File: config.mk
export PLATFORM = sky130hd
export DESIGN_NAME = hex_display_driver
export DESIGN_NICKNAME = d
export VERILOG_FILES = /design/src/rtl/hex_display_pkg.sv /design/src/rtl/hex_display_driver_rom.sv /design/src/rtl/hex_display_driver.sv
export SDC_FILE = /design/constraint.sdc
export NUM_CORES = 1
export LEC_CHECK = 0
export CAP_MARGIN = 20
export CORE_MARGIN = 1.5
export CORE_UTILIZATION = 35
export DETAILED_ROUTE_END_ITERATION = 10
export PLACE_DENSITY = 0.56
export SLEW_MARGIN = 10
export SYNTH_ARGS = -nofsm -noshare
export SYNTH_HDL_FRONTEND = slang
export SYNTH_HIERARCHICAL = 1
export SYNTH_SLANG_ARGS = --single-unit
File: constraint.sdc
create_clock -name i_clock -period 8.26 [get_ports i_clock]
set_clock_uncertainty 0.2 [all_clocks]
set_input_delay 2.478 -clock i_clock [delete_from_list [all_inputs] [get_ports i_clock]]
set_output_delay 2.478 -clock i_clock [all_outputs]
set_load 0.03 [all_outputs]
File: src/rtl/hex_display_pkg.sv
// Shared types and glyph constants for the hex display driver.
// Latency: n/a (declarations only).
// Backpressure: n/a.
package hex_display_pkg;

    // One seven-segment digit, active-low, bit0 = segment a .. bit6 = segment g.
    typedef logic [6:0] seg7_t;

    // Update sequencer states.
    typedef enum logic [1:0] {
        IDLE   = 2'd0,
        DECODE = 2'd1,
        COMMIT = 2'd2
    } state_t;

    // Active-low glyphs for the hex alphabet (lowercase b and d).
    localparam seg7_t HEX_0     = 7'h40;
    localparam seg7_t HEX_1     = 7'h79;
    localparam seg7_t HEX_2     = 7'h24;
    localparam seg7_t HEX_3     = 7'h30;
    localparam seg7_t HEX_4     = 7'h19;
    localparam seg7_t HEX_5     = 7'h12;
    localparam seg7_t HEX_6     = 7'h02;
    localparam seg7_t HEX_7     = 7'h78;
    localparam seg7_t HEX_8     = 7'h00;
    localparam seg7_t HEX_9     = 7'h10;
    localparam seg7_t HEX_A     = 7'h08;
    localparam seg7_t HEX_B     = 7'h03;
    localparam seg7_t HEX_C     = 7'h46;
    localparam seg7_t HEX_D     = 7'h21;
    localparam seg7_t HEX_E     = 7'h06;
    localparam seg7_t HEX_F     = 7'h0E;
    localparam seg7_t HEX_BLANK = 7'h7F;

endpackage

File: src/rtl/hex_display_driver_rom.sv
// Combinational nibble-to-glyph decoder, shared by all digits via the index mux.
// Latency: 0 cycles (pure combinational).
// Backpressure: none.
module hex_glyph_rom
    import hex_display_pkg::*;
(
    input  logic [3:0] i_nibble,
    output seg7_t      o_seg
);

    // Look up the active-low glyph for one hex digit.
    always_comb begin
        o_seg = HEX_BLANK;
        case (i_nibble)
            4'h0: o_seg = HEX_0;
            4'h1: o_seg = HEX_1;
            4'h2: o_seg = HEX_2;
            4'h3: o_seg = HEX_3;
            4'h4: o_seg = HEX_4;
            4'h5: o_seg = HEX_5;
            4'h6: o_seg = HEX_6;
            4'h7: o_seg = HEX_7;
            4'h8: o_seg = HEX_8;
            4'h9: o_seg = HEX_9;
            4'hA: o_seg = HEX_A;
            4'hB: o_seg = HEX_B;
            4'hC: o_seg = HEX_C;
            4'hD: o_seg = HEX_D;
            4'hE: o_seg = HEX_E;
            4'hF: o_seg = HEX_F;
            default: o_seg = HEX_BLANK;
        endcase
    end

endmodule

File: src/rtl/hex_display_driver.sv
// Multi-digit hex display driver: decode one digit per clock into shadows, commit all at once.
// Latency: accepted value shows on o_hex_out NUM_DIGITS+1 edges after the accepting edge.
// Backpressure: o_load_ready low while an update is in flight; i_load_valid then ignored. HEX_BLINK_EN builds blink.
module hex_display_driver
    import hex_display_pkg::*;
#(
    parameter int NUM_DIGITS = 6,
    parameter int BLINK_DIV  = 25_000_000
)
(
    input  logic                      i_clock,
    input  logic                      i_reset,
    input  logic                      i_load_valid,
    output logic                      o_load_ready,
    input  logic [4*NUM_DIGITS-1:0]   i_value,
    input  logic                      i_lzb_en,
    input  logic [NUM_DIGITS-1:0]     i_blink_mask,
    output logic                      o_update_done,
    output logic [7*NUM_DIGITS-1:0]   o_hex_out
);

    localparam int IDX_W = (NUM_DIGITS > 1) ? $clog2(NUM_DIGITS) : 1;
    localparam int VAL_W = 4 * NUM_DIGITS;

    state_t                 r_state;
    state_t                 w_next;
    logic                   w_capture;
    logic                   w_decode;
    logic                   w_commit;

    logic [VAL_W-1:0]       r_value;
    logic                   r_lzb;
    logic [IDX_W-1:0]       r_idx;
    logic                   r_update_done;
    seg7_t                  r_shadow [NUM_DIGITS];
    seg7_t                  r_disp   [NUM_DIGITS];

    logic                   w_last;
    logic [VAL_W-1:0]       w_shifted;
    logic                   w_blank;
    seg7_t                  w_glyph;
    seg7_t                  w_slot;
    logic [NUM_DIGITS-1:0]  w_blank_dig;

    assign w_last = (r_idx == IDX_W'(NUM_DIGITS - 1));

    // Current digit sits in the low nibble; everything from it upward is zero
    // exactly when it is a leading zero. Digit 0 always shows.
    assign w_shifted = r_value >> {r_idx, 2'b00};
    assign w_blank   = r_lzb && (r_idx != '0) && (w_shifted == '0);
    assign w_slot    = w_blank ? HEX_BLANK : w_glyph;

    hex_glyph_rom u_rom (
        .i_nibble (w_shifted[3:0]),
        .o_seg    (w_glyph)
    );

    // Sequencer state register.
    always_ff @(posedge i_clock) begin
        if (i_reset) begin
            r_state <= IDLE;
        end else begin
            r_state <= w_next;
        end
    end

    // Next-state decode and per-state strobes.
    always_comb begin
        w_next       = r_state;
        w_capture    = 1'b0;
        w_decode     = 1'b0;
        w_commit     = 1'b0;
        o_load_ready = 1'b0;
        case (r_state)
            IDLE: begin
                o_load_ready = 1'b1;
                if (i_load_valid) begin
                    w_capture = 1'b1;
                    w_next    = DECODE;
                end
            end
            DECODE: begin
                w_decode = 1'b1;
                if (w_last) begin
                    w_next = COMMIT;
                end
            end
            COMMIT: begin
                w_commit = 1'b1;
                w_next   = IDLE;
            end
            default: w_next = IDLE;
        endcase
    end

    // Capture, per-digit decode into shadows, and atomic commit to the display.
    always_ff @(posedge i_clock) begin
        if (i_reset) begin
            r_value       <= '0;
            r_lzb         <= 1'b0;
            r_idx         <= '0;
            r_update_done <= 1'b0;
            for (int k = 0; k < NUM_DIGITS; k++) begin
                r_shadow[k] <= HEX_BLANK;
                r_disp[k]   <= HEX_BLANK;
            end
        end else begin
            r_update_done <= w_commit;
            if (w_capture) begin
                r_value <= i_value;
                r_lzb   <= i_lzb_en;
                r_idx   <= '0;
            end else if (w_decode) begin
                r_idx <= r_idx + IDX_W'(1);
            end
            if (w_decode) begin
                for (int k = 0; k < NUM_DIGITS; k++) begin
                    if (r_idx == IDX_W'(k)) begin
                        r_shadow[k] <= w_slot;
                    end
                end
            end
            if (w_commit) begin
                for (int k = 0; k < NUM_DIGITS; k++) begin
                    r_disp[k] <= r_shadow[k];
                end
            end
        end
    end

    assign o_update_done = r_update_done;

`ifdef HEX_BLINK_EN
    localparam int CNT_W = $clog2(BLINK_DIV);

    logic [CNT_W-1:0]       r_blink_cnt;
    logic                   r_phase;
    logic [NUM_DIGITS-1:0]  r_mask_cap;
    logic [NUM_DIGITS-1:0]  r_mask_disp;

    // Free-running blink timebase; the mask travels with the value and is
    // committed together with the glyphs so a commit never changes the phase.
    always_ff @(posedge i_clock) begin
        if (i_reset) begin
            r_blink_cnt <= '0;
            r_phase     <= 1'b1;
            r_mask_cap  <= '0;
            r_mask_disp <= '0;
        end else begin
            if (r_blink_cnt == CNT_W'(BLINK_DIV - 1)) begin
                r_blink_cnt <= '0;
                r_phase     <= ~r_phase;
            end else begin
                r_blink_cnt <= r_blink_cnt + CNT_W'(1);
            end
            if (w_capture) begin
                r_mask_cap <= i_blink_mask;
            end
            if (w_commit) begin
                r_mask_disp <= r_mask_cap;
            end
        end
    end

    assign w_blank_dig = r_phase ? '0 : r_mask_disp;
`else
    logic w_unused_blink;
    assign w_unused_blink = (&i_blink_mask) ^ (BLINK_DIV == 0);
    assign w_blank_dig    = '0;
`endif

    // Drive the pins: committed glyph, or Blank for a blinking digit in its off phase.
    always_comb begin
        o_hex_out = '1;
        for (int k = 0; k < NUM_DIGITS; k++) begin
            o_hex_out[7*k +: 7] = w_blank_dig[k] ? HEX_BLANK : r_disp[k];
        end
    end

endmodule

# Yosys cells after proc, flatten, opt, wreduce, memory -nomap -nowiden
# Memories as Yosys holds them, arrays and structs flattened.
# Cells that the tools add are included.
dict set report totals {
  ff_bits 31
  mem_bits_rw 84
  romBits 112
  in_bits 34
  out_inout_bits 44
  elab_cells 89
  memories 3
}
# memory words word_bits read_ports rd_ports_with_merged_regs write_ports line_no
set mem_list {}
lappend mem_list {{(name not given)} 16 7 1 0 0 hex_display_driver_rom.sv:14} ;# case (i_nibble)
lappend mem_list {r_disp 6 7 6 0 6 hex_display_driver.sv:36} ;# seg7_t r_disp [NUM_DIGITS];
lappend mem_list {r_shadow 6 7 6 0 6 hex_display_driver.sv:35} ;# seg7_t r_shadow [NUM_DIGITS];
dict set report op_classes {
  addsub 1
  n_eq_ne 9
  shift 1
  mux 50
  n_bitwise 12
  reduce_logical 8
}
# op count
set ops {}
lappend ops {{$mux W7} 13}
lappend ops {{$mux W1} 34}
lappend ops {{$logic_not A24 Y1} 1}
lappend ops {{$shr A24 B5 Y24} 1}
lappend ops {{$or A1 B1 Y1} 12}
lappend ops {{$eq A3 B2 Y1 const B} 2}
lappend ops {{$eq A3 B3 Y1 const B} 2}
lappend ops {{$mux W2} 2}
lappend ops {{$ne A2 B2 Y1 const B} 2}
lappend ops {{$pmux W2 S2} 1}
lappend ops {{$add A3 B1 Y3 const B} 1}
lappend ops {{$eq A3 B1 Y1 const B} 1}
lappend ops {{$logic_not A3 Y1} 1}
lappend ops {{$reduce_bool A3 Y1} 1}
lappend ops {{$eq A2 B1 Y1 const B} 1}
lappend ops {{$eq A2 B2 Y1 const B} 1}
lappend ops {{$logic_and A1 B1 Y1} 2}
lappend ops {{$logic_not A2 Y1} 1}
lappend ops {{$reduce_and A2 Y1} 1}
lappend ops {{$reduce_or A2 Y1} 1}

# Depth between registers and ports, before layout
dict set report depth {
  depth_word 6
  depth_mapped 12
  mapped_depth_nobuf 10
}

# Modules after synthesis
# Netlist, hierarchy kept.
# mod instances cells_per_inst area_each_um2 seq_area_each_um2
set modules_own_cells {}
lappend modules_own_cells {hex_display_driver 1 420 4855.9 3143.0}
lappend modules_own_cells {hex_glyph_rom 1 32 275.3 0.0}

# Least setup slack after synthesis
# No wires, ideal clock.
dict set report synth_timing {
  kind {in2reg}
  from {input port i_reset}
  to {memory r_disp[0][0] (netlist bit), enable pin}
  setup_ps 406
  t_arrival_ps 4054
  t_required_ps 7654
  slack_ps 3600
  cell_stages 3
  n_path_buf 2
  cell_sequence {clkbuf_1 clkbuf_1 nand2b_1}
}
# element line_no
set synth_rtl {}
lappend synth_rtl {{start, declared} hex_display_driver.sv:12} ;# input logic i_reset,
lappend synth_rtl {{end, declared} hex_display_driver.sv:36}

# Worst setup path in the final report
dict set report layout_timing {
  from {register r_state[1]}
  to {output port o_load_ready}
}
dict set report layout_via {
  elab_chain_cells 2
}
# element line_no
set layout_lines {}
lappend layout_lines {{start, declared} hex_display_driver.sv:25} ;# state_t r_state;
lappend layout_lines {{start signal, assigned} hex_display_driver.sv:63} ;# r_state <= w_next;
lappend layout_lines {{$logic_not A2 Y1} hex_display_driver.sv:74} ;# case (r_state)
lappend layout_lines {{$mux W1} hex_display_driver.sv:74}
lappend layout_lines {{end, declared} hex_display_driver.sv:14} ;# output logic o_load_ready,
# No other way between the ends.

==> key figures <==
Route
  • Wire length per cell: about 14 microns
  • Drt pass-1 iters: 4
  • Routed wire length: 9890 microns
  • Iteration-0 DRC Markers: approximately 180
  • DRC viols: 0
  • Vias per inst: a little under 5
  • Routed Antenna Nets: 0
  • Vias after detailed routing: ~3.5k

Global route
  • Vias in the first global route: ~3.3k
  • Largest net degree at the start of global routing: 63
  • GRT Util Overall: 0.140
  • Gr ovfl total: 0
  • First-pass GRT wire length: about 16000 microns
  • Initial antenna violation count: 0

Die
  • Die Wd: 124 microns
  • Initial core utilization: 0.356
  • Boundary Pins: 78
  • Row cnt: 44
  • Full die area: 15400 sq um
  • Die Y-Extent: 124 microns
  • Core ar.: approximately 14000 sq um

Timing
  • Final slew viol count: 0
  • Final period utilization: 0.533
  • Slew margin rel.: 0.333
  • Setup_tns: 0 ns
  • Final count of hold timing violations: 0
  • Fmax: roughly 230 MHz
  • Worst-Margin Slew: roughly 0.99 ns
  • RSZ-0062 raised after global routing: false
  • Final setup viols: 0
  • Worst hold slack: 0.260 ns
  • Minimum clock period: around 4.4 ns

Logic synthesis
  • Post-synth ARST share: 0
  • Number of synthesized flops with an enable pin: 84
  • Top post-synthesis cells by area: edfxtp_1, dfxtp_1, or3_1
  • Synthesized area per cell: approximately 11 sq um
  • Cell type with the largest total area after synthesis: edfxtp_1
  • Synth top area share: 0.492
  • Post-synth cell types: 44
  • Synth Flop Type: edfxtp_1
  • Yosys reg bits: about 120
  • YS warnings: 6
  • Post-Syn Instances: between 400 and 500
  • Netlist area before placement: roughly 5100 sq um
  • Post-synth net total: approximately 500
  • Sequential fraction of the synthesis area: 0.613

CTS
  • Clk pin slew, worst setup/hold paths: 0.06 ns
  • Clock Sink Count: between 100 and 150
  • CTS tree: done
  • Max H-tree Level: 4
  • Post-CTS setup buffers: 0
  • CTS resizes: 0
  • Cts hold-fix bufs: 0
  • Clock buffer depth: 2
  • Root buffer cell: clkbuf_16
  • CTS buffer count: 17
  • Clk_lat worst skew: just over 0.4 ns

Min path
  • Launch point of the worst hold path: r_value[1]
  • HP Class: flip-flop to flip-flop

Cells and area
  • Storage element area: 3140 sq um
  • Final net count: ~550
  • Area taken by multi-input logic gates: between 1500 and 2000 sq um
  • Fin util: 0.455
  • # diodes: 0
  • Fill count: 1377
  • Fraction of layout cells with a size suffix above 1: 0.0869
  • Area grow syn2layout: 27.9%

Place
  • Routability Congestion: 0.755
  • DP Wirelength: roughly 7000 microns
  • Port bufs: between 70 and 80

Worst setup path
  • Worst-path maximum fanout: 5
  • Crit path from: r_state[1]
  • Startpoint Class: flip-flop
  • Critical path arrival: 1.72 ns
  • Worst setup path class: flip-flop to output port
  • Reg2reg start: r_idx[2]
  • Critical path required time: ~5.6 ns
  • Critical path cell sequence: nor2_1 > clkdlybuf4s50_1
  • CP max stage delay: between 0.7 and 0.8 ns
  • CP Capture Type: output port
  • Slowest CP cell: clkdlybuf4s50_1

Power and ir drop
  • Pwr per Cell Area: 230 nW/um^2
  • Worst VDD drop: roughly 0.13 mV
  • Pleak: 0.00196 uW

Job
  • Max-Cap Viols: 0

Status
  • Status: finished, final reports clean
[metal layers]
metal | routed length [microns] | GRT usage | up-vias | share of wire
li1 | - | - | 1780 | -
met3 | 453 | 0.0435 | 13 | 0.046
met4 | 152 | 0.0589 | 0 | 0.015
met1 | 4450 | 0.175 | 1614 | 0.45
met5 | 0 | 0 | - | 0
met2 | 4830 | 0.226 | 74 | 0.49
[placed cells by master (no fill, tap or decap), types with 3 or more instances in the layout]
master           count
nand2b_1             3
nor3_1               5
mux2i_1             11
a21oi_1             28
nor2_1              28
nand2_1             56
clkdlybuf4s50_1     70
nor4_1               4
or3_1               42
dfxtp_1             31
nand4_1              7
o21ai_0             10
o2111ai_1           19
clkinv_4             4
clkinvlp_4           4
ha_1                12
clkbuf_16           17
nand3_1             18
inv_1               13
edfxtp_1            84
a21o_1               5
bufinv_16            4
[synthesized netlist by cell type (all sizes together) (2+ instances only)]
cell type,n
dfxtp,31
and4,2
and2,2
nor3,5
clkbuf,28
a21o,5
nand4,7
o32a,2
edfxtp,84
mux4,3
or3,42
nand2b,5
a21oi,28
ha,12
inv,13
a211oi,2
buf,12
nor4,4
o22ai,2
a22oi,2
mux2i,11
mux2,2
o21bai,2
a22o,2
or4,2
nand2,56
nor2,29
nand3,18
o2111ai,19
o21ai,11
[registers in the layout (all words and copies together) (netlist names)]
name	cells
r_idx	3
r_lzb	1
r_shadow	42
r_disp	42
r_state	2
o_update_done	1
r_value	24
[through the flow]
stage	setup WS (ns)	power, uW	std cells	area (sq um)
after floorplan	3.60	721	452	5130
after global placement	3.33	754	669	5910
after detailed placement	3.24	756	669	5910
after CTS	3.67	1520	701	6540
after global routing	3.77	1570	702	6570
final	3.86	1510	702	6570
[critical path, delay by kind of cell (launching register included)]
| family | cells | cell delay [ns] |
|---|---|---|
| buf+inv | 1 | 0.72 |
| simple gates | 1 | 0.24 |
| flops | 1 | 0.35 |
[power by group]
group	switching (uW)	internal [uW]	total, uW	leakage (uW)
sequential	9.69	629	639	0.000837
combinational	65.2	40.0	105	0.000828
clock	259	506	766	0.000296
[path summary, 6_finish.rpt]
| path | end | cells after the start | slack (ns) |
|---|---|---|---|
| worst max-delay path | o_load_ready | 2 | 3.86 |
| worst min-delay path | r_value[1] | 2 | 0.26 |
| worst max register to register | r_shadow[2][3] | 9 | 4.49 |
| worst min register to register | r_value[1] | 2 | 0.26 |
[area by class of cell]
cell class | instances | share of cell area
Multi-Input combinational cell | 283 | 0.270
Inverter | 14 | 0.00800
Sequential cell | 115 | 0.479
Clock buffer | 17 | 0.0648
Timing Repair Buffer | 74 | 0.112
Tap cell | 184 | 0.0351
Clock inverter | 15 | 0.0316
[logic make-up after synthesis]
family                   share of synthesized area
flip-flops                                   0.613
AND/OR/NAND/NOR                              0.170
multiplexers                                0.0397
buffers and inverters                       0.0449
AO/OA/AOI/OAI                                0.103
adder cells (fa/ha/maj)                     0.0293
Power figures use the tool's default switching activity.
